==> src/rtl/skid_register.sv <==
// skid_register: elastic pipeline stage with a one-entry skid buffer.
// Cuts the combinational ready path: in_ready depends only on local state,
// never on out_ready, while still sustaining one transfer per cycle.
//
// Ports:
//   clk       - clock, all state updates on the rising edge
//   rst       - synchronous reset, active-high (valids cleared, data <= DEF)
//   flush     - synchronous clear of buffered entries (data registers hold)
//   in_valid  - upstream presents in_data
//   in_ready  - stage can accept a beat
//   in_data   - upstream payload, W bits
//   out_valid - main entry holds valid data
//   out_ready - downstream accepts the main entry
//   out_data  - main entry payload, W bits
//   count     - number of entries held (0, 1 or 2)
module skid_register #(
  parameter int unsigned   W   = 8,
  parameter logic [W-1:0]  DEF = '0
) (
  input  logic         clk,
  input  logic         rst,
  input  logic         flush,
  input  logic         in_valid,
  output logic         in_ready,
  input  logic [W-1:0] in_data,
  output logic         out_valid,
  input  logic         out_ready,
  output logic [W-1:0] out_data,
  output logic [1:0]   count
);

  // Encoding chosen so bit 0 is main_valid and bit 1 is skid_valid; the
  // handshake outputs then come straight off the state flops.
  typedef enum logic [1:0] {
    EMPTY = 2'b00,
    ONE   = 2'b01,
    FULL  = 2'b11
  } state_t;

  state_t       state_q, state_d;
  logic [W-1:0] main_q, main_d;
  logic [W-1:0] skid_q, skid_d;

  logic         acc_c;
  logic         take_c;

  assign out_valid = state_q[0];
  assign in_ready  = ~state_q[1];
  assign out_data  = main_q;
  assign count     = 2'(state_q[0]) + 2'(state_q[1]);

  assign acc_c  = in_valid & in_ready;
  assign take_c = out_valid & out_ready;

  // State and data registers; rst wins over everything.
  always_ff @(posedge clk) begin
    if (rst) begin
      state_q <= EMPTY;
      main_q  <= DEF;
      skid_q  <= DEF;
    end else begin
      state_q <= state_d;
      main_q  <= main_d;
      skid_q  <= skid_d;
    end
  end

  // Next-state and data-load decisions.
  always_comb begin
    state_d = state_q;
    main_d  = main_q;
    skid_d  = skid_q;
    if (flush) begin
      // Any beat accepted this cycle is dropped; payload registers hold.
      state_d = EMPTY;
    end else begin
      case (state_q)
        EMPTY: begin
          if (acc_c) begin
            main_d  = in_data;
            state_d = ONE;
          end
        end
        ONE: begin
          if (acc_c && take_c) begin
            main_d  = in_data;
          end else if (acc_c) begin
            skid_d  = in_data;
            state_d = FULL;
          end else if (take_c) begin
            state_d = EMPTY;
          end
        end
        FULL: begin
          if (take_c) begin
            main_d  = skid_q;
            state_d = ONE;
          end
        end
        default: begin
          state_d = EMPTY;
        end
      endcase
    end
  end

endmodule

==> config.mk <==
export PLATFORM = sky130hd
export DESIGN_NAME = skid_register
export DESIGN_NICKNAME = d
export VERILOG_FILES = /design/src/rtl/skid_register.sv
export SDC_FILE = /design/constraint.sdc
export NUM_CORES = 1
export LEC_CHECK = 0
export CAP_MARGIN = 20
export CORE_MARGIN = 2
export CORE_UTILIZATION = 35
export CTS_BUF_LIST = sky130_fd_sc_hd__clkbuf_4 sky130_fd_sc_hd__clkbuf_8 sky130_fd_sc_hd__clkbuf_16
export DETAILED_ROUTE_END_ITERATION = 7
export GPL_TIMING_DRIVEN = 0
export PLACE_DENSITY_LB_ADDON = 0.08
export SLEW_MARGIN = 20
export SYNTH_ARGS = -nofsm -noshare
export SYNTH_HDL_FRONTEND = slang
export SYNTH_SLANG_ARGS = --single-unit
==> constraint.sdc <==
create_clock -name clk -period 2.5 [get_ports clk]
set_clock_uncertainty 0.2 [all_clocks]
set_input_delay 0.5 -clock clk [delete_from_list [all_inputs] [get_ports clk]]
set_output_delay 0.5 -clock clk [all_outputs]
set_load 0.005 [all_outputs]
; ---- Yosys cells after proc, flatten, opt, wreduce, memory -nomap -nowiden
; Index checks and enable logic that the tools add are counted.
[totals]
mem_count = 0
ram_bits = 0
latch_bits = 0
regBits = 18
romBits = 0
in_bits = 13
elab_cells = 33
output_inout_bits = 12
[op_classes]
n_shift = 0
mul = 0
add_sub_neg = 1
muxes = 10
n_div = 0
order_cmp = 0
n_bitwise = 5
n_reduce_logical = 7
eq_ne = 7
[ops]
columns = op, count
row1 = 8-bit two-way mux, 3
row2 = 8-bit case mux with 3 select lines, 1
row3 = 2-bit two-way mux, 5
row4 = "2-bit != test, second input constant", 4
row5 = 4-bit AND reduction, 2
row6 = 2-bit case mux with 3 select lines, 1
row7 = 5-bit AND reduction, 1
row8 = "3-bit != test, second input constant", 1
row9 = 1-bit inverter, 3
row10 = 3-bit nonzero test, 1
row11 = 1-bit by 1-bit adder with 2-bit output, 1
row12 = 1-bit AND, 2
row13 = "2-bit by 1-bit equality test with 1-bit output, second input constant", 1
row14 = "2-bit equality test, second input constant", 1
row15 = 2-bit logical NOT, 1
row16 = 2-bit OR reduction, 1
row17 = 1-bit logical AND, 1

; ---- Depth between registers and ports, before layout
; Gate-level depths: netlist of the first run.
[logic_depth]
word_depth = 5
ltp_mapped = 7
mapped_depth_nobuf = 6

; ---- Worst setup path before layout of the first run
; OpenSTA, ideal clock, no wires.
[synth_path]
path_kind = register to register
start = reg state_q[0]
end = reg main_q[5], in the netlist out_data[5]
required_ns = 2.212
period_less_slack_ns = 1.993
arrival_time_ns = 1.705
path_slack_ns = 0.507
stages_incl_launch_ff = 8
setup_ns = 0.088
path_buffers = 1
cell_sequence = dfxtp_1 -> inv_1 -> ha_1 -> or2_0 -> a221oi_4 -> buf_6 -> a21oi_1 -> a311oi_2
[synth_between]
elab_chain_len = 4
word_cells_on_any_way = 11
classes_between = eq/ne (5) / mux (1) / bitwise (1) / reduce/logical (4)
[synth_lines]
columns = element, line_no
row1 = start: declaration, 40  ; state_t state_q, state_d;
row2 = start signal: assignment, 62  ; state_q <= state_d;
row3 = 1-bit AND, 53  ; assign take_c = out_valid & out_ready;
row4 = 1-bit logical AND, 85  ; if (acc_c && take_c) begin
row5 = 2-bit != test (no source line), --
row6 = 5-bit AND reduction (no source line), --
row7 = end signal: assignment, 63  ; main_q <= main_d;
row8 = end: declaration, 41  ; logic [W-1:0] main_q, main_d;
; Several ways; a longest one is shown, not always the timed one.
; A chain may end at the register's enable or synchronous reset.

; ---- Worst setup path in the final report of the first run
[layout_path]
start = reg state_q[0]
end = out count[0]
[layout_between]
elab_chain_len = 1
[layout_lines]
columns = element, line_no
row1 = 1-bit by 1-bit adder with 2-bit output, 50  ; assign count = 2'(state_q[0]) + 2'(state_q[1]);
row2 = end: declaration, 29  ; output logic [1:0] count
; No other way between the ends.

==> results of run 1 <==
[per-layer routing]
layer,up-vias,track usage
met2,18,0.2007
met4,0,0.08362
met3,5,0.03513
met5,-,0
li1,375,-
met1,337,0.1635
[synthesized netlist by cell type]
cell type and number:
nor2_1 9, mux2i_1 18, nand2_2 1, nand3b_1 1, or2_0 1, nand2_1 3
or4_1 1, a311oi_2 2, o21ai_2 1, a311oi_1 6, a21oi_1 10, or3b_1 1
buf_6 1, clkbuf_1 2, ha_1 4, bufbuf_8 1, dfxtp_1 18, a22o_2 1
nand2b_4 1, buf_2 2, inv_1 2, xnor2_1 1, a221oi_4 1
[per-stage QoR]
stage          area, sq um  power [mW]  setup slack (ns)  instances  hold WS (ns)
4_1_cts               1231      0.6341            0.1204        145        0.3128
5_1_grt               1231      0.6587           0.04895        145        0.3403
3_5_place_dp          1195      0.4511            0.1264        141        0.2883
6_report              1231      0.6236            0.1340        145        0.3030
3_3_place_gp          1195      0.4494            0.1360        141        0.2756
2_1_floorplan        927.1      0.3893            0.5066         88        0.2632
[worst paths after layout]
| path | cells after the start | slack [ns] | endpoint | startpoint |
|---|---|---|---|---|
| worst max-delay path | 3 | 0.13 | count[0] | state_q[0] |
| worst min-delay path | 2 | 0.30 | skid_q[6] | skid_q[6] |
| worst max register to register | 7 | 0.33 | out_data[5] | state_q[0] |
| worst min register to register | 2 | 0.30 | skid_q[6] | skid_q[6] |
[cell type report]
cell class / count / area, sq um / share of cell area
multi-input combinational: 62 / 511.7 / 0.4157
sequential: 18 / 360.3 / 0.2927
timing repair buffer: 23 / 230.2 / 0.1870
buffer: 6 / 47.55 / 0.03862
tap: 30 / 37.54 / 0.03049
clock buffer: 4 / 36.28 / 0.02947
inverter: 2 / 7.507 / 0.006098
[state kept, by name, indices dropped and copies added, names as in the netlist]
signal and flops:
skid_q 8, out_data 8, state_q 2
[power groups by stage]
stage | Sequential [mW] | Combinational (mW) | Clock (mW)
finish | 0.312 | 0.131 | 0.181
global route | 0.314 | 0.143 | 0.202
CTS | 0.312 | 0.133 | 0.189
detailed placement | 0.319 | 0.133 | 0
global placement | 0.318 | 0.131 | 0
floorplan | 0.318 | 0.0709 | 0
[worst reg2reg max path, stage by stage, from the launching register on]
cell      delay (ns)
dfxtp_1         0.45
inv_1           0.10
ha_1            0.23
or2_0           0.26
a221oi_4        0.34
buf_6           0.20
a21oi_1         0.08
a311oi_2        0.22
[logic make-up (layout without fill, tap and decap cells)]
kind of cell | after synthesis | in the layout | synth area share
buffers and inverters | 8 | 35 | 0.05939
adder cells (fa/ha/maj) | 4 | 4 | 0.05398
AO/OA/AOI/OAI | 21 | 21 | 0.1916
flip-flops | 18 | 18 | 0.3887
multiplexers | 18 | 18 | 0.1943
XOR/XNOR | 1 | 1 | 0.009448
AND/OR/NAND/NOR | 18 | 18 | 0.1026
==> out/metrics.yaml, run 1 <==
global_routing:
  grt_pass1_wl_um: 3070
  grt_pass1_vias: 654
  grt_antenna_before_repair: 0
  grt_start_max_net_pins: 11
  grt_usage: 0.1318
  grt-ovfl-total: 0
sta:
  slew_violations: 0
  max_freq_mhz: 422.7
  hold_viol_final: 0
  rsz0062_at_grt: "false"
  relSlewSlack: 0.6496
  tightest_slew_ns: 0.5256
  setup_tns_ns: 0
  setup_viol: 0
  min_period_over_period: 0.9464
  fin_crit_ns: 2.366
critical_path:
  cp_cell_sequence: "inv_1 -> ha_1 -> clkdlybuf4s50_1"
  cp_max_fo: 6
  slowest_stage: "clkdlybuf4s50_1"
  worstPathArrival_ns: 1.67
  crit_buf_inv: 2
  max_stage_delay_ns: 0.50
  startpoint_type: "register"
  crit_family: "buffers and inverters"
  critPathKind: "register to output port"
  cp-end-kind: "output port"
  required_ns: 1.80
die:
  dieHeight_um: 55.47
  die-width_um: 55.47
  io_pins: 25
  initial_core_util: 0.3709
  row_count: 18
  dieArea_sq_um: 3077
  core_area_sq_um: 2500
synth:
  ys_ff_latch: 18
  synth_cells: 88
  synth_nets: 105
  synth_top_area_share: 0.3887
  ys.warnings.count: 0
  synth_area_leader_cell: "dfxtp_1"
  synth_cell_type_count: 23
  synth_area_sq_um: 927.1
  ys_top_cells_by_area: "dfxtp_1 39%, mux2i_1 19%, a311oi_1 5.7%"
  yosysSeqAreaShare: 0.3887
  synth_area_per_cell_sq_um: 10.54
drt:
  postRouteWirelength_um: 1891
  drtIter0Drc: 5
  vias: 735
  via_per_inst: 5.069
  wl_met2_um: 891
  wl_met1_um: 860
  wl_per_cell_um: 13.04
  postRouteAntennaNets: 0
  drc: 0
  routed.top_layer: "met4"
  route.met3.wl_um: 91
  firstDrtPassIters: 3
cts:
  cts_setup_buffers: 0
  tritoncts: "yes"
  cts_htree_levels: 1
  clock_tree.root_cell: "clkbuf_4"
  cts_hold_buffers: 0
  cts_made_buffers: 3
  clk_pin_slew_ns: 0.10
  clock-sinks: 18
  clock_path_buffers: 2
  post_cts_resized: 0
  clkLatencyLatePin_ns: 0.29
layout:
  layout_commonest_cell: "clkdlybuf4s50_1"
  mostFrequentLayoutCells: "23 x clkdlybuf4s50_1, 18 x mux2i_1, 18 x dfxtp_1, 10 x a21oi_1, 9 x nor2_1"
  num_antenna_cells: 0
  fillerInstances: 244
  synthToLayoutAreaGrowth_pct: 32.79
  final_util: 0.4925
  drive_above_1_share: 0.1304
  num-nets-final: 133
worst_hold_path:
  hp-class: "register to register"
power:
  leakage_nw: 0.4823
  irDropWorstVdd_v: 0.0002586
  switching_share: 0.2506
  p_switching_mw: 0.1563
  power_density_nw_per_um2: 506.5
  seqPwrFrac: 0.500
  pwr-share-comb: 0.210
  p_int_mw: 0.4673
  pwr-share-clk: 0.290
job:
  drv_cap: 0
placement:
  gp_routability_congestion: 0.7826
  hpwl_um: 1363
  port_buffers: 23
status:
  outcome: "finished clean"
(Power assumes the default switching activity.)
==> run 2, diff against run 1 <==
--- a/config.mk
+++ b/config.mk
@@ -5,10 +5,12 @@
 export SDC_FILE = /design/constraint.sdc
 export NUM_CORES = 1
 export LEC_CHECK = 0
+export ABC_AREA = 0
 export CAP_MARGIN = 20
 export CORE_MARGIN = 2
 export CORE_UTILIZATION = 35
-export CTS_BUF_LIST = sky130_fd_sc_hd__clkbuf_4 sky130_fd_sc_hd__clkbuf_8 sky130_fd_sc_hd__clkbuf_16
+export CTS_BUF_LIST = sky130_fd_sc_hd__clkbuf_8 sky130_fd_sc_hd__clkbuf_16
+export CTS_CLUSTER_DIAMETER = 120
 export DETAILED_ROUTE_END_ITERATION = 7
 export GPL_TIMING_DRIVEN = 0
 export PLACE_DENSITY_LB_ADDON = 0.08
==> out/metrics.yaml, run 2 (same netlist as run 1, synthesis figures left out) <==
sta:
  hold_viol_final: 0  # unchanged
  tightest_slew_ns: 0.5208  # -0.004760 ns
  rsz0062_at_grt: "false"
  max_freq_mhz: 434.1  # +2.7%
  relSlewSlack: 0.6528  # +0.003173
  setup_viol: 0  # unchanged
  min_period_over_period: 0.9214  # -0.02501
  fin_crit_ns: 2.303  # -0.06254 ns
  setup_tns_ns: 0  # unchanged
  timing.hold.ws_ns: 0.2940  # -0.009038 ns
  slew_violations: 0  # unchanged
global_routing:
  grt-ovfl-total: 0  # unchanged
  grt_start_max_net_pins: 11  # unchanged
  grt_pass1_vias: 668  # +2.1%
  grt_antenna_before_repair: 0  # unchanged
  grt_usage: 0.1298  # -0.001952
  grt_pass1_wl_um: 3132  # +2.0%
critical_path:
  crit_start: "state_q[0]"
  cp_max_fo: 6  # unchanged
  required_ns: 1.80  # about the same
  rr_worst_depth: 7  # unchanged
  reg2reg_to: "out_data[5]"
  worstSetupEndpoint: "count[0]"
  startpoint_type: "register"
  critPathKind: "register to output port"
  cp-end-kind: "output port"
  rrSetupSlack_ns: 0.32  # about the same
  reg2reg_from: "state_q[0]"
  worstPathArrival_ns: 1.60  # -0.07 ns
cts:
  tritoncts: "yes"
  clock_tree.root_cell: "clkbuf_8"
  cts_setup_buffers: 0  # unchanged
  cts_htree_levels: 1  # unchanged
  cts_made_buffers: 3  # unchanged
  clock-sinks: 18  # unchanged
  clkLatencyLatePin_ns: 0.25  # -0.04 ns
  post_cts_resized: 0  # unchanged
  clock_path_buffers: 2  # unchanged
  cts_hold_buffers: 0  # unchanged
  clk_pin_slew_ns: 0.07  # -0.03 ns
status:
  outcome: "finished clean"
drt:
  via_per_inst: 5.069  # unchanged
  wl_per_cell_um: 13.00  # -0.32%
  postRouteWirelength_um: 1885  # -0.32%
  drtIter0Drc: 5  # unchanged
  vias: 735  # unchanged
  drc: 0  # unchanged
  firstDrtPassIters: 4  # +1
  postRouteAntennaNets: 0  # unchanged
die:
  die-width_um: 55.47  # unchanged
  io_pins: 25  # unchanged
  initial_core_util: 0.3709  # unchanged
  row_count: 18  # unchanged
  dieHeight_um: 55.47  # unchanged
  dieArea_sq_um: 3077  # unchanged
  core_area_sq_um: 2500  # unchanged
placement:
  port_buffers: 23  # unchanged
  hpwl_um: 1363  # unchanged
  gp_routability_congestion: 0.7826  # unchanged
layout:
  drive_above_1_share: 0.1304  # unchanged
  num_antenna_cells: 0  # unchanged
  synthToLayoutAreaGrowth_pct: 34.82
  mostFrequentLayoutCells: "23 x clkdlybuf4s50_1, 18 x mux2i_1, 18 x dfxtp_1, 10 x a21oi_1, 9 x nor2_1"
  num-nets-final: 133  # unchanged
  layout_commonest_cell: "clkdlybuf4s50_1"
job:
  drv_cap: 0  # unchanged
power:
  irDropWorstVdd_v: 0.0003253  # +26%
  power_density_nw_per_um2: 540.0  # +6.6%
  leakage_nw: 0.4901  # +1.6%
worst_hold_path:
  hp-class: "register to register"
-- run 2: cell counts in the layout (fill, tap and decap cells not counted) --
No cell type changed its count.
-- run 2: layer usage --
layer,global-route usage,wire length (um),up-vias
li1,-,-,375
met1,0.1664,843,343
met2,0.2058,937,15
met3,0.02810,85,2
met4,0.06272,19,0
met5,0,0,-
-- run 2: per-stage QoR --
step                total power, mW    util  cell area, sq um  setup WS [ns]  cells
floorplan                    0.3893       -             927.1         0.5066     88
global route                 0.7133  0.5000              1250         0.1172    145
detailed placement           0.4511  0.4780              1195         0.1264    141
finish                       0.6750  0.5000              1250         0.1966    145
CTS                          0.6883  0.5000              1250         0.1830    145
global placement             0.4494  0.4780              1195         0.1360    141
-- run 2: cell type report --
cell class	count	area [sq um]
sequential	18	360.3
multi-input combinational	62	511.7
tap	30	37.54
clock buffer	4	55.05
buffer	6	47.55
fill	239	1250
inverter	2	7.507
timing repair buffer	23	230.2
-- run 2: where the power goes --
part / switching, mW / internal [mW] / total, mW
Combinational: 0.0552 / 0.0763 / 0.132
Sequential: 0.00980 / 0.302 / 0.312
Clock: 0.0917 / 0.140 / 0.231
Total: 0.157 / 0.518 / 0.675
-- run 2: how the worst min path moves through the flow --
stage	from	to	slack, ns	depth (start not counted)
2_1_floorplan	skid_q[0]	skid_q[0]	0.26	2
3_3_place_gp	skid_q[1]	skid_q[1]	0.28	2
3_5_place_dp	skid_q[1]	skid_q[1]	0.29	2
4_1_cts	skid_q[5]	skid_q[5]	0.30	2
5_1_grt	skid_q[5]	skid_q[5]	0.33	2
6_report	skid_q[6]	skid_q[6]	0.29	2
-- run 2: critical path, stage by stage (launching register included) --
cell and delay [ns]:
dfxtp_1 0.44, inv_1 0.10, ha_1 0.31, clkdlybuf4s50_1 0.50
==> run 3, diff against run 2 <==
--- a/config.mk
+++ b/config.mk
@@ -14,6 +14,7 @@
 export DETAILED_ROUTE_END_ITERATION = 7
 export GPL_TIMING_DRIVEN = 0
 export PLACE_DENSITY_LB_ADDON = 0.08
+export SKIP_CTS_REPAIR_TIMING = 1
 export SLEW_MARGIN = 20
 export SYNTH_ARGS = -nofsm -noshare
 export SYNTH_HDL_FRONTEND = slang
==> results of run 3 <==
The final DEF is identical to that of run 2; final timing and power are the same.
